--- config.mk ---
export PLATFORM = sky130hd
export DESIGN_NAME = toy_ldu_pipe
export DESIGN_NICKNAME = d
export VERILOG_FILES = /design/src/rtl/toy_ldu_pipe.sv
export SDC_FILE = /design/constraint.sdc
export NUM_CORES = 1
export LEC_CHECK = 0
export ABC_AREA = 1
export CORE_ASPECT_RATIO = 1.1
export CORE_MARGIN = 3
export CORE_UTILIZATION = 45
export DETAILED_ROUTE_END_ITERATION = 7
export GPL_ROUTABILITY_DRIVEN = 0
export MAX_ROUTING_LAYER = met4
export PLACE_DENSITY = 0.83
export SYNTH_ARGS = -nofsm -noshare
export SYNTH_HDL_FRONTEND = slang
export SYNTH_SLANG_ARGS = --single-unit
export TNS_END_PERCENT = 5
--- constraint.sdc ---
create_clock -name clk -period 3 [get_ports clk]
set_input_delay 0.45 -clock clk [delete_from_list [all_inputs] [get_ports clk]]
set_output_delay 0.45 -clock clk [all_outputs]
set_load 0.02 [all_outputs]
--- src/rtl/toy_ldu_pipe.sv ---
// Pipelined load unit: effective-address generation, legality/alignment checks,
// registered memory request, in-order tracking FIFO and writeback extraction.
// Faulting loads skip memory and retire in order with m_wb_err set.
module toy_ldu_pipe #(
   parameter int XLEN      = 32,
   parameter int BUS_W     = 64,
   parameter int TAG_W     = 8,
   parameter int RIDX_W    = 5,
   parameter int OST_DEPTH = 4
) (
   input  logic                 clk,
   input  logic                 rst,
   input  logic                 s_load_vld,
   output logic                 s_load_rdy,
   input  logic [XLEN-1:0]      s_rs1_val,
   input  logic [XLEN-1:0]      s_imm,
   input  logic [2:0]           s_funct3,
   input  logic [RIDX_W-1:0]    s_rd,
   input  logic                 s_rd_en,
   input  logic [TAG_W-1:0]     s_lsid,
   output logic                 mem_req_vld,
   input  logic                 mem_req_rdy,
   output logic [XLEN-1:0]      mem_req_addr,
   output logic [BUS_W/8-1:0]   mem_req_strb,
   input  logic                 mem_rsp_vld,
   output logic                 mem_rsp_rdy,
   input  logic [BUS_W-1:0]     mem_rsp_data,
   output logic                 m_wb_vld,
   input  logic                 m_wb_rdy,
   output logic [RIDX_W-1:0]    m_wb_rd,
   output logic                 m_wb_rd_en,
   output logic [XLEN-1:0]      m_wb_data,
   output logic [TAG_W-1:0]     m_wb_lsid,
   output logic                 m_wb_err
);

   localparam int NBYTES = BUS_W / 8;
   localparam int OFF_W  = $clog2(NBYTES);
   localparam int PTR_W  = $clog2(OST_DEPTH);
   localparam int CNT_W  = PTR_W + 1;
   localparam bit IS64   = (XLEN == 64);

   typedef struct packed {
      logic [TAG_W-1:0]  lsid;
      logic [RIDX_W-1:0] rd;
      logic              rd_en;
      logic [2:0]        funct3;
      logic [OFF_W-1:0]  off;
      logic              err;
   } ost_t;

   logic [XLEN-1:0]   ea;
   logic [OFF_W-1:0]  off_new;
   logic [1:0]        size;
   logic              legal;
   logic              misal;
   logic              err_new;
   logic [NBYTES-1:0] size_mask;
   logic [NBYTES-1:0] strb_new;
   logic              push;
   logic              pop;
   logic              not_empty;
   logic              wb_free;
   logic [CNT_W-1:0]  cnt;
   logic [PTR_W-1:0]  wr_ptr;
   logic [PTR_W-1:0]  rd_ptr;
   ost_t              ost_q [OST_DEPTH];
   ost_t              entry_new;
   ost_t              head;
   logic [XLEN-1:0]   raw;
   logic [XLEN-1:0]   ext_mask;
   logic              ext_sign;
   logic [XLEN-1:0]   ext_data;

   assign ea      = s_rs1_val + s_imm;
   assign off_new = ea[OFF_W-1:0];

   // Decode access size and legality from funct3; LD/LWU only exist on a 64-bit core.
   always_comb begin
      legal = 1'b1;
      size  = 2'd0;
      case (s_funct3)
         3'b000, 3'b100: size = 2'd0;
         3'b001, 3'b101: size = 2'd1;
         3'b010:         size = 2'd2;
         3'b110: begin
            size  = 2'd2;
            legal = IS64;
         end
         3'b011: begin
            size  = 2'd3;
            legal = IS64;
         end
         default:        legal = 1'b0;
      endcase
   end

   // Natural alignment check and byte-lane mask for the access size.
   always_comb begin
      case (size)
         2'd0: begin
            misal     = 1'b0;
            size_mask = NBYTES'(8'h01);
         end
         2'd1: begin
            misal     = ea[0];
            size_mask = NBYTES'(8'h03);
         end
         2'd2: begin
            misal     = |ea[1:0];
            size_mask = NBYTES'(8'h0F);
         end
         default: begin
            misal     = |ea[2:0];
            size_mask = NBYTES'(8'hFF);
         end
      endcase
   end

   assign err_new  = ~legal | misal;
   assign strb_new = size_mask << off_new;

   assign entry_new.lsid   = s_lsid;
   assign entry_new.rd     = s_rd;
   assign entry_new.rd_en  = s_rd_en;
   assign entry_new.funct3 = s_funct3;
   assign entry_new.off    = off_new;
   assign entry_new.err    = err_new;

   // A full FIFO blocks issue even if the head pops this cycle, keeping the ready path short.
   assign s_load_rdy = (cnt < CNT_W'(OST_DEPTH)) & (~mem_req_vld | mem_req_rdy);
   assign push       = s_load_vld & s_load_rdy;

   assign head        = ost_q[rd_ptr];
   assign not_empty   = (cnt != '0);
   assign wb_free     = ~m_wb_vld | m_wb_rdy;
   assign mem_rsp_rdy = not_empty & ~head.err & wb_free;
   assign pop         = not_empty & wb_free & (head.err | mem_rsp_vld);

   // Request register: loaded only for legal loads, held until the bus takes it.
   always_ff @(posedge clk or posedge rst) begin
      if (rst) begin
         mem_req_vld  <= 1'b0;
         mem_req_addr <= '0;
         mem_req_strb <= '0;
      end else if (push & ~err_new) begin
         mem_req_vld  <= 1'b1;
         mem_req_addr <= ea;
         mem_req_strb <= strb_new;
      end else if (mem_req_rdy) begin
         mem_req_vld  <= 1'b0;
      end
   end

   // Tracking FIFO storage; contents are don't-care until written, so no reset.
   always_ff @(posedge clk) begin
      if (push) begin
         ost_q[wr_ptr] <= entry_new;
      end
   end

   // FIFO pointers and occupancy; pointers wrap naturally at the power-of-2 depth.
   always_ff @(posedge clk or posedge rst) begin
      if (rst) begin
         wr_ptr <= '0;
         rd_ptr <= '0;
         cnt    <= '0;
      end else begin
         if (push) begin
            wr_ptr <= wr_ptr + 1'b1;
         end
         if (pop) begin
            rd_ptr <= rd_ptr + 1'b1;
         end
         case ({push, pop})
            2'b10:   cnt <= cnt + 1'b1;
            2'b01:   cnt <= cnt - 1'b1;
            default: cnt <= cnt;
         endcase
      end
   end

   assign raw = XLEN'(mem_rsp_data >> {head.off, 3'b000});

   // Sign/zero extension of the lane-aligned response by the head's load type.
   always_comb begin
      ext_mask = '1;
      ext_sign = 1'b0;
      case (head.funct3)
         3'b000: begin
            ext_mask = XLEN'(64'h0000_0000_0000_00FF);
            ext_sign = raw[7];
         end
         3'b001: begin
            ext_mask = XLEN'(64'h0000_0000_0000_FFFF);
            ext_sign = raw[15];
         end
         3'b010: begin
            ext_mask = XLEN'(64'h0000_0000_FFFF_FFFF);
            ext_sign = raw[31];
         end
         3'b100:  ext_mask = XLEN'(64'h0000_0000_0000_00FF);
         3'b101:  ext_mask = XLEN'(64'h0000_0000_0000_FFFF);
         3'b110:  ext_mask = XLEN'(64'h0000_0000_FFFF_FFFF);
         default: ext_mask = '1;
      endcase
      ext_data = (raw & ext_mask) | (ext_sign ? ~ext_mask : '0);
   end

   // Writeback register: loads on every head pop, holds payload while stalled.
   always_ff @(posedge clk or posedge rst) begin
      if (rst) begin
         m_wb_vld   <= 1'b0;
         m_wb_rd    <= '0;
         m_wb_rd_en <= 1'b0;
         m_wb_data  <= '0;
         m_wb_lsid  <= '0;
         m_wb_err   <= 1'b0;
      end else if (pop) begin
         m_wb_vld   <= 1'b1;
         m_wb_rd    <= head.rd;
         m_wb_rd_en <= head.rd_en & ~head.err;
         m_wb_data  <= head.err ? '0 : ext_data;
         m_wb_lsid  <= head.lsid;
         m_wb_err   <= head.err;
      end else if (m_wb_rdy) begin
         m_wb_vld   <= 1'b0;
      end
   end

   // A response with nothing legal to match it is a memory-side protocol error.
   a_rsp_protocol: assert property (@(posedge clk) disable iff (rst)
      mem_rsp_vld |-> (not_empty & ~head.err));

endmodule

# Word level (Yosys, flattened, before mapping)
# Memory sizes are Yosys's and may differ from the RTL's.
# Cells that the tools add are included.
[classes] n_lt_le_gt_ge=1 addsub=5 n_eq_ne=14 bitwise_logic=20 reduce_logical=14 n_mux=15 shift=2
[ops] operator="2-to-1 mux 32 bit" count=2
[ops] operator="one-hot mux 32 bit (2 select lines)" count=1
[ops] operator=">> shifter 64 x 6 -> 32 bit" count=1
[ops] operator="adder 32 bit" count=1
[ops] operator="bitwise AND 32 bit" count=1
[ops] operator="NOT 32 bit" count=1
[ops] operator="OR 32 bit" count=1
[ops] operator="one-hot mux 8 bit (3 select lines)" count=1
[ops] operator="equality test 3 bit (second input constant)" count=5
[ops] operator="OR reduction 2 bit" count=5
[ops] operator="equality test 3 x 2 -> 1 bit (second input constant)" count=3
[ops] operator="bitwise AND 1 bit" count=8
[ops] operator="left shift 8 x 3 -> 8 bit" count=1
[ops] operator="2-to-1 mux 1 bit" count=7
[ops] operator="equality test 3 x 1 -> 1 bit (second input constant)" count=2
[ops] operator="zero test 3 bit" count=2
[ops] operator="one-hot mux 1 bit (3 select lines)" count=2
[ops] operator="one-hot mux 2 bit (3 select lines)" count=1
[ops] operator="one-hot mux 3 bit (2 select lines)" count=1
[ops] operator="nonzero test 2 bit" count=3
[ops] operator="NOT 1 bit" count=5
[ops] operator="OR reduction 5 bit" count=1
[ops] operator="adder 2 x 1 -> 2 bit (second input constant)" count=2
[ops] operator="equality test 2 x 1 -> 1 bit (second input constant)" count=2
[ops] operator="8 further kinds" count=12
[totals] output_inout_bits=91 word_cells=84 ff_bits=96 n_memories=1 in_bits=151 ramBits=84
[memory_table] memory="ost_q" words=4 word_bits=21 rd=1 rd_ports_with_merged_regs=0 wr=1 line="67" rtl="ost_t ost_q [OST_DEPTH];"

# Depth between registers and ports, before layout
# Gate-level depths: netlist of the first run.
[depth] ltp_word=9 depth_mapped=15 mapped_depth_nobuf=13

# Worst setup path after synthesis of the first run
# OpenSTA, ideal clock, no wires.
[synth_path] kind="register to register" start="reg mem_req_vld" end="mem ost_q[0][0] (netlist bit) (enable)" path_stages_with_launch=4 setup_ns=0.399 period_less_slack_ns=2.599 path_buffers=0 t_required_ns=2.601 slack_ns=0.401 t_arrival_ns=2.200 cell_sequence="dfrtp_1 a21oi_1 nand2_1 nor2_1"
[synth_between] elab_chain_len=6
[synth_lines] item="from (decl)" line="21" rtl="output logic mem_req_vld,"
[synth_lines] item="from (signal assigned)" line="143" rtl="mem_req_vld <= 1'b0;"
[synth_lines] item="from (signal assigned)" line="147" rtl="mem_req_vld <= 1'b1;"
[synth_lines] item="from (signal assigned)" line="151" rtl="mem_req_vld <= 1'b0;"
[synth_lines] item="NOT 1 bit" line="131" rtl="assign s_load_rdy = (cnt < CNT_W'(OST_DEPTH)) & (~mem_req_vld | mem_req_rdy);"
[synth_lines] item="OR 1 bit" line="131"
[synth_lines] item="bitwise AND 1 bit" line="131"
[synth_lines] item="via s_load_rdy" line="14" rtl="output logic s_load_rdy,"
[synth_lines] item="bitwise AND 1 bit" line="132" rtl="assign push = s_load_vld & s_load_rdy;"
[synth_lines] item="2-to-1 mux 1 bit" line="157" rtl="if (push) begin"
[synth_lines] item="2-to-1 mux 1 bit (not written as such)" line="158" rtl="ost_q[wr_ptr] <= entry_new;"
[synth_lines] item="to (decl)" line="67"
# The timed path passes the listed nets, and every way through them passes these cells.

# Final worst setup path of the first run
[layout_path] start="reg rd_ptr[0]" end="out mem_rsp_rdy"
[layout_between] elab_chain_len=4
[layout_lines] item="from (decl)" line="66" rtl="logic [PTR_W-1:0] rd_ptr;"
[layout_lines] item="from (signal assigned)" line="173" rtl="rd_ptr <= rd_ptr + 1'b1;"
[layout_lines] item="memory read (4 x 21 bit)"
[layout_lines] item="NOT 1 bit" line="137" rtl="assign mem_rsp_rdy = not_empty & ~head.err & wb_free;"
[layout_lines] item="bitwise AND 1 bit (2 in a row)" line="137"
[layout_lines] item="to (decl)" line="26" rtl="output logic mem_rsp_rdy,"
# Every way passes these cells.

==> reports/results.ini, run 1 <==
[global_routing]
grt-ovfl-total=0
grt_pass1_vias=10200
grt_use_total_pct=25.3
antenna_found_initial=0
grt_max_degree=77
grt_pass1_wl_mm=51.7

[clocking]
path_clk_slew_ns=0.08
cts_hold_buf=0
worstSkewPairLatency_ns=0.44
cts_sinks=180
cts_tree=done
h-tree-depth=4
cts-buffers-inserted=17
cts_resized=0
cts_buffer_depth=2
post_cts_buffers=0
cts-root-buf=clkbuf_16

[floorplanning]
fp.coreArea_um2=23200
dieArea_um2=25900
rows=58
start_util_pct=46.4
die_x_um=154
io_pins=242
die_h_um=168

[critical_path]
cp_max_fo=17
path_class=reg -> out
path_depth=6
required_ns=2.55
path_buf_inv=3
slowest_stage=clkdlybuf4s50_1
arrival_ns=2.30
start_kind=flip-flop
cp_slowest_stage_delay_ns=0.64
path_cells=buf_4 > o21ai_1 > o22a_1 > inv_2 > nor2_1 > clkdlybuf4s50_1
cp-end-kind=output pin
r2r_cells=13
path_delay_family=buffers and inverters

[power_and_ir_drop]
ir_worst_vdd_mv=0.535
p_per_area_nw_per_um2=980
power_leakage_nw=6.22
power_mw=13.8

[cells_and_area]
drive_gt1_share_pct=5.99
fin_nets=1796
design_area_um2=14100
final_util_pct=60.6
syn_to_final_growth_pct=30.5
antenna_cells=0
final_cells=1920
final_common_cell=nand2_1
fillCellCount=1984
final_cell_mix=385 x nand2_1, 241 x clkdlybuf4s50_1, 142 x nor2_1

[synth]
syn_nets=1568
synthTopCellsByArea=edfxtp_1 23%, dfrtp_1 22%, nand2_1 13%
synth_edf_count=84
ys_seq_area_share_pct=45.7
synth_area_um2=10800
synth_top_area_share_pct=23.4
ys_ff_latch=180
synth_async_sr_flop_share_pct=53.3
netlist_instances=1379
yosys_warnings=0
synthFlopType=dfrtp_1
avgSynthCellArea_um2=7.82
synth_largest_area_cell=edfxtp_1
synth.distinct_cells=46

[detailed_routing]
ant_nets=0
viasPerCell=5.48
drt-wirelength-per-cell_um=16.6
drtIter0Drc=963
drc=0
drt-pass1-iter-count=6
via_count=10500
drt_wl_total_mm=31.9

[timing]
maxSlewViolCount=0
grt_setup_unrepaired=false
worst_slew_pin_slew_ns=0.972
setup_violations=0
relSlewSlack_pct=35.1
period_needed_ns=2.75
clock_skew_ns=0.0126
period_share_pct=91.6
hold_viol=0
fmax_ghz=0.364
setup_tns_ns=0

[place]
portBuffers=241
place_area_um2=13500
place_inst=1888
hpwl_mm=22.9

[job]
drv_cap=0

[status]
status=complete, no violations

[worst_hold_path]
min_path_type=in -> async

-- area by class of cell --
class	count	area (µm²)	share of cell area (%)
sequential	180	4920	35.0
tap	300	375	2.67
clock inverter	15	180	1.28
inverter	125	472	3.35
multi-input combinational	1016	5060	36.0
clock buffer	17	425	3.02
timing repair buffer	267	2630	18.7
-- stage by stage --
step           setup WS, ns  hold slack (ns)
6_report              0.251            0.384
5_1_grt               0.172            0.418
3_3_place_gp          0.240            0.462
3_5_place_dp          0.156            0.463
2_1_floorplan        0.0446            0.446
4_1_cts               0.248            0.389
-- worst paths after layout --
| path | startpoint | endpoint | slack (ns) |
|---|---|---|---|
| hold / removal | rst | m_wb_data[13] | 0.38 |
| min in group clk | cnt[0] | cnt[0] | 0.47 |
| hold reg to reg | cnt[0] | cnt[0] | 0.47 |
| setup reg to reg | rd_ptr[0] | m_wb_data[17] | 0.49 |
| setup / recovery | rd_ptr[0] | mem_rsp_rdy | 0.25 |
| max in group asynchronous | rst | mem_req_addr[0] | 1.88 |
-- worst register-to-register path, stage by stage, from the launching register on --
cell,delay [ns]
dfrtp_1,0.40
inv_2,0.14
buf_4,0.35
nand2_1,0.18
nand3_4,0.14
nand2_4,0.13
buf_12,0.23
or2_2,0.33
nand3_1,0.08
nand3_1,0.07
nand2_1,0.09
a21oi_1,0.07
nand2_1,0.12
nand2_1,0.06
-- state kept, by name (all words and copies together) (netlist names) --
name,cells
mem_req_strb,8
wr_ptr,2
m_wb_rd,5
ost_q,84
mem_req_addr,32
m_wb_vld,1
m_wb_err,1
mem_req_vld,1
m_wb_data,32
cnt,3
m_wb_lsid,8
rd_ptr,2
m_wb_rd_en,1
-- metal layers --
| metal | wire, µm | vias up | track usage [%] |
|---|---|---|---|
| li1 | - | 5057 | - |
| met1 | 12300 | 4731 | 31.0 |
| met5 | 0 | - | - |
| met2 | 15200 | 645 | 41.2 |
| met3 | 3410 | 90 | 5.73 |
| met4 | 1120 | 0 | 9.60 |
-- synth_stat cells, types with 2 or more instances --
cell / count
xor2_1: 7
a31oi_1: 22
o21ai_0: 84
o21ai_1: 31
buf_4: 7
a21boi_0: 4
nor2_1: 146
nand2_1: 385
nand2_4: 3
or2_2: 5
or2_1: 2
nand3_4: 2
nor2_4: 2
o21bai_1: 3
buf_6: 9
nand3_1: 126
nor3_1: 12
o211ai_1: 16
inv_2: 10
a21oi_1: 75
buf_2: 19
dfrtp_1: 96
a21o_1: 2
ha_1: 36
xnor2_1: 11
o41ai_1: 3
nand2_2: 5
nand4_1: 7
clkbuf_1: 23
nand3b_1: 4
inv_1: 115
edfxtp_1: 84
fa_1: 2
or2_0: 4
nand3_2: 3
o31ai_1: 4
-- report_power, final --
part,internal (mW),switching [mW]
logic,2.84,4.90
registers,3.35,0.452
clock network,1.13,1.11
total,7.32,6.46
-- logic make-up (layout without fill, tap and decap cells) --
logic type / count (synthesis) / after routing / synth area share [%]
simple gates: 711 / 711 / 28.1
compound gates: 249 / 249 / 12.7
fa+ha+maj: 38 / 38 / 4.55
xor+xnor: 18 / 18 / 1.46
buf+inv: 183 / 424 / 7.46
flops: 180 / 180 / 45.7
(Power assumes the default switching activity.)
==> run 2: changes to the inputs <==
Settings changed: PLACE_DENSITY 0.83 to 0.81, SKIP_CTS_REPAIR_TIMING set to 1.
Clock period 3 ns to 3.4 ns, I/O delays scaled along.
==> run 2 against run 1 <==
  * Via count decreased by 1.2%
  * Global-route usage is 0.40 points lower
  * First-iteration DRC count down 10%
  * Cell count is 0.31% lower
  * Clock power decreased by 6%
  * Critical path type unchanged
  * Critical endpoint unchanged
  * Largest cell class unchanged
  * Highest routed layer unchanged
==> reports/results.ini, run 2 (synthesis results as in run 1) <==
[timing]
grt_setup_unrepaired=false
fmax_ghz=0.314
maxSlewViolCount=0
clock_skew_ns=0.0166
relSlewSlack_pct=34.9
setup_tns_ns=0
holdWs_ns=0.475
hold_viol=0
fin_ws_ns=0.215
setup_violations=0
period_share_pct=93.7
worst_slew_pin_slew_ns=0.976
period_needed_ns=3.18

[cells_and_area]
final_util_pct=60.5
antenna_cells=0
design_area_um2=14100
fillCellCount=2051
syn_to_final_growth_pct=30.4
final_cells=1914
regArea_um2=4920
top_regs=ost_q: 84 flops, m_wb_data: 32 flops, mem_req_addr: 32 flops
drive_gt1_share_pct=5.64
largest_reg_flops=84
multi_input_area_um2=5060
fin_nets=1790
final_cell_mix=385 x nand2_1, 241 x clkdlybuf4s50_1, 142 x nor2_1
regMostFlops=ost_q
final_common_cell=nand2_1

[detailed_routing]
drt-wirelength-per-cell_um=16.5
drt_wl_total_mm=31.7
ant_nets=0
met3_length_mm=2.95
drtIter0Drc=867
via_count=10400
topRoutingLayerUsed=met4
wl_met1_mm=13.0
drc=0
drt-pass1-iter-count=7
viasPerCell=5.43
met2RoutedLength_mm=14.9

[critical_path]
rrSetupSlack_ns=0.41
worstReg2RegStart=rd_ptr[1]
cp_max_fo=22
arrival_ns=2.67
start_kind=flip-flop
r2r_cells=11
required_ns=2.89
crit_start=rd_ptr[1]
cp-end-kind=output pin
r2r_end=m_wb_data[24]
path_class=reg -> out
endpoint=mem_rsp_rdy

[floorplanning]
fp.coreArea_um2=23200
rows=58
die_h_um=168
dieArea_um2=25900
die_x_um=154
start_util_pct=46.4
io_pins=242

[global_routing]
grt_pass1_wl_mm=51.3
grt-ovfl-total=0
antenna_found_initial=0
grt_max_degree=58
grt_pass1_vias=10200
grt_use_total_pct=25.0

[job]
drv_cap=0

[place]
place_inst=1882
portBuffers=241
pre_cts_ws_ns=0.213
hpwl_mm=22.9
place_area_um2=13400

[power_and_ir_drop]
ir_worst_vdd_mv=0.523
p_per_area_nw_per_um2=867
power_mw=12.2
power_leakage_nw=6.21

[clocking]
cts_sinks=180
h-tree-depth=4
path_clk_slew_ns=0.08
cts-buffers-inserted=17
cts-root-buf=clkbuf_16
worstSkewPairLatency_ns=0.43
cts_tree=done
cts_buffer_depth=2

[status]
status=complete, no violations

[worst_hold_path]
min_path_type=reg -> reg

[run 2: cell count changes in the layout (fill, tap and decap cells not counted), sizes merged]
cell,delta
buf,-6
bufinv,+1
clkinv,-1
[run 2: critical path, cell delays in order (launching register included)]
cell	delay (ns)
dfrtp_1	0.64
inv_2	0.35
o21ai_1	0.17
o22a_1	0.18
inv_2	0.06
nor2_1	0.20
clkdlybuf4s50_1	0.65
[run 2: worst min-delay path by stage]
stage / from / end / cells after the start
6_report: cnt[0] / cnt[0] / 1
5_1_grt: cnt[0] / cnt[0] / 1
4_1_cts: cnt[0] / cnt[0] / 1
3_5_place_dp: cnt[0] / cnt[0] / 1
3_3_place_gp: cnt[0] / cnt[0] / 1
2_1_floorplan: cnt[0] / cnt[0] / 1
[run 2: metal layers]
layer | vias to the layer above | track usage, %
li1 | 5038 | -
met1 | 4733 | 32.2
met2 | 563 | 40.2
met3 | 65 | 4.52
met4 | 0 | 8.06
met5 | - | -
[run 2: power breakdown]
part	internal, mW	total (mW)	switching (mW)
logic	2.45	6.72	4.27
clock network	1.09	2.11	1.02
registers	2.96	3.37	0.409
[run 2: layout make-up]
| cell class | count | share of cell area (%) |
|---|---|---|
| inverter | 125 | 3.35 |
| clock inverter | 15 | 1.60 |
| sequential | 180 | 35.0 |
| clock buffer | 17 | 3.03 |
| timing repair buffer | 261 | 18.3 |
| multi-input combinational | 1016 | 36.0 |
| tap | 300 | 2.67 |
==> patch, RTL diff (flow settings as in run 1) <==
`OST_DEPTH`: 4 -> 8.
--- a/src/rtl/toy_ldu_pipe.sv
+++ b/src/rtl/toy_ldu_pipe.sv
@@ -6,7 +6,7 @@
    parameter int BUS_W     = 64,
    parameter int TAG_W     = 8,
    parameter int RIDX_W    = 5,
-   parameter int OST_DEPTH = 4
+   parameter int OST_DEPTH = 8
 ) (
    input  logic                 clk,
    input  logic                 rst,
Behaviour: not the same (a bounded check fails within 10 cycles, from zero or initial values and one cycle with rst high).
==> patch against run 1 <==
Non-clock buffer count up 13. Sequential cell count increased by 87. Wire length up 25%. Worst setup slack lost 93 ps. Clock skew is 2.5 ps lower. Sequential share of layout area grew 6.8 points. Critical path type unchanged. Power rose by 31%. Die area is 30% higher. Final area rose by 28%. Area after synthesis increased by 32%. Largest cell class is now sequential cells. Sequential power rose by 38%. Hold slack worse by 130 ps. Synthesized cell count increased by 16%. Highest routed layer unchanged.
==> patch: results (changes against run 1) <==
DR vias=12,700 (+20%); leak pwr=7.44 nW (+20%); list of most frequent post-synthesis cells=nand2_1 (423), edfxtp_1 (168), nor2_1 (144), o21ai_0 (137), inv_1 (120); number of distinct standard cells referenced by the synthesized netlist=48 (+4.3%); Worst R2R Setup Slack=250 ps (-240 ps); buffers from clock root to sink, at most=3 (+1); overall global routing resource usage=0.239 (-0.0147); maximum number of pins on one net before global-route repair=81 (+5.2%); instance count of the mapped netlist=1,605 (+16%); end point of the critical path=mem_rsp_rdy; EDFF count, synth=168 (+100%); kind of path behind the tightest hold check=in -> async; launching element of the worst setup path=cnt[1]; global-route wire length before repair=63.2 mm (+22%); worst slew pin tran=576 ps (-396 ps); async set or reset register ratio after synthesis=0.371 (-0.163); count of routing violations after the opening detailed-route iteration=1,140 (+18%); number of filler instances in the final layout=2,529 (+27%); DR vias/cell=5.57 (+1.6%); outcome=finished clean; number of antenna violations at the first check in global routing=0 (unchanged); registers with the most flip-flops=ost_q x168, m_wb_data x32, mem_req_addr x32; layout cell share with drive strength beyond 1=0.0699 (+0.00998); antenna fix cells=0 (unchanged); maximum ir drop on the vdd rail=0.000568 V (+6.2%); most area-consuming cells after synthesis=edfxtp_1 (36%), dfrtp_1 (17%), nand2_1 (11%), o21ai_0 (4.8%), nor2_1 (3.8%); layout net count=2,029 (+13%); nets in the synthesized netlist=1,794 (+14%); count of yosys warnings during synthesis=0 (unchanged); sequential element share of the synthesized area=0.530 (+0.0737); vias in the first global route=12,300 (+21%); post-placement setup slack=66.6 ps (-89.3 ps); maximum fanout along the worst path=4 (-13); WP data arrival=2390 ps (+90 ps); reported max-cap violation count=0 (unchanged); CTS buffer count=27 (+10); R2R Path Start=rd_ptr[0]; Clock Root Buffer=clkbuf_16; deepest level of the CTS H-tree=1 (-3); predominant post-synthesis flop cell=edfxtp_1; period utilisation layout=0.947 (+0.0308); worst skew pair latency=550 ps (+110 ps); final WL=39.8 mm (+25%); Crit Reg-Reg Endpoint=m_wb_data[29]; clock-pin slew of the registers on the worst-case setup and hold paths=70 ps; placed cell count=2,225 (+18%); clock skew after layout=10.2 ps (-2.46 ps); buffers added on ports=241 (unchanged); Worst Reg2Reg Path Length in Cells=12 (-1); half-perimeter wire length after placement=27.2 mm (+19%)
patch: metal layers:
metal  track usage  routed length [microns]  up-vias
met5             -                        0        -
met4         0.108                     1750        0
met3        0.0382                     3790      116
met2         0.394                    18700      703
met1         0.291                    15600     5891
li1              -                        -     5954
patch: kinds of logic (layout without fill, tap and decap cells):
kind of cell    after synthesis  in the layout  synth area share
fa+ha+maj                    38             38            0.0346
xor+xnor                     19             19            0.0117
simple gates                719            719             0.214
compound gates              362            362             0.144
flops                       267            267             0.530
buf+inv                     200            456            0.0652
patch: worst min path at each step:
stage	depth (start not counted)	slack, ps	to	from
after floorplan	1	470	cnt[3]	cnt[3]
after global placement	1	460	m_wb_rd_en	m_wb_rd_en
after detailed placement	2	470	m_wb_data[2]	m_wb_data[2]
after CTS	2	250	mem_req_addr[23]	rst
after global routing	2	280	mem_req_addr[27]	rst
final	2	250	mem_req_addr[28]	rst
patch: critical path, cell delays in order (launching register included):
cell             delay, ps
dfrtp_1                420
nor4_1                 520
a21oi_1                190
inv_1                  140
nor2_4                  60
clkdlybuf4s50_1        530
patch: cell type report:
class	instances	area, sq um	area share
inverter	126	477	0.0265
clock buffer	42	813	0.0452
tap	414	518	0.0288
sequential	267	7520	0.418
timing repair buffer	280	2810	0.156
clock inverter	8	95.1	0.00529
multi-input combinational	1138	5750	0.320
patch: report_power, final:
part / switching, mW / internal (mW) / total (mW)
registers: 0.496 / 4.75 / 5.25
logic: 6.10 / 3.38 / 9.49
clock network: 1.42 / 1.97 / 3.39
total: 8.02 / 10.1 / 18.1
patch: through the flow:
step                      hold slack, ps  power [mW]  area (sq um)
after CTS                            254        18.1         18000
final                                252        18.1         18000
after global routing                 281        19.4         18000
after detailed placement             466        14.7         17100
after global placement               457        14.4         17100
after floorplan                      468        11.8         14200
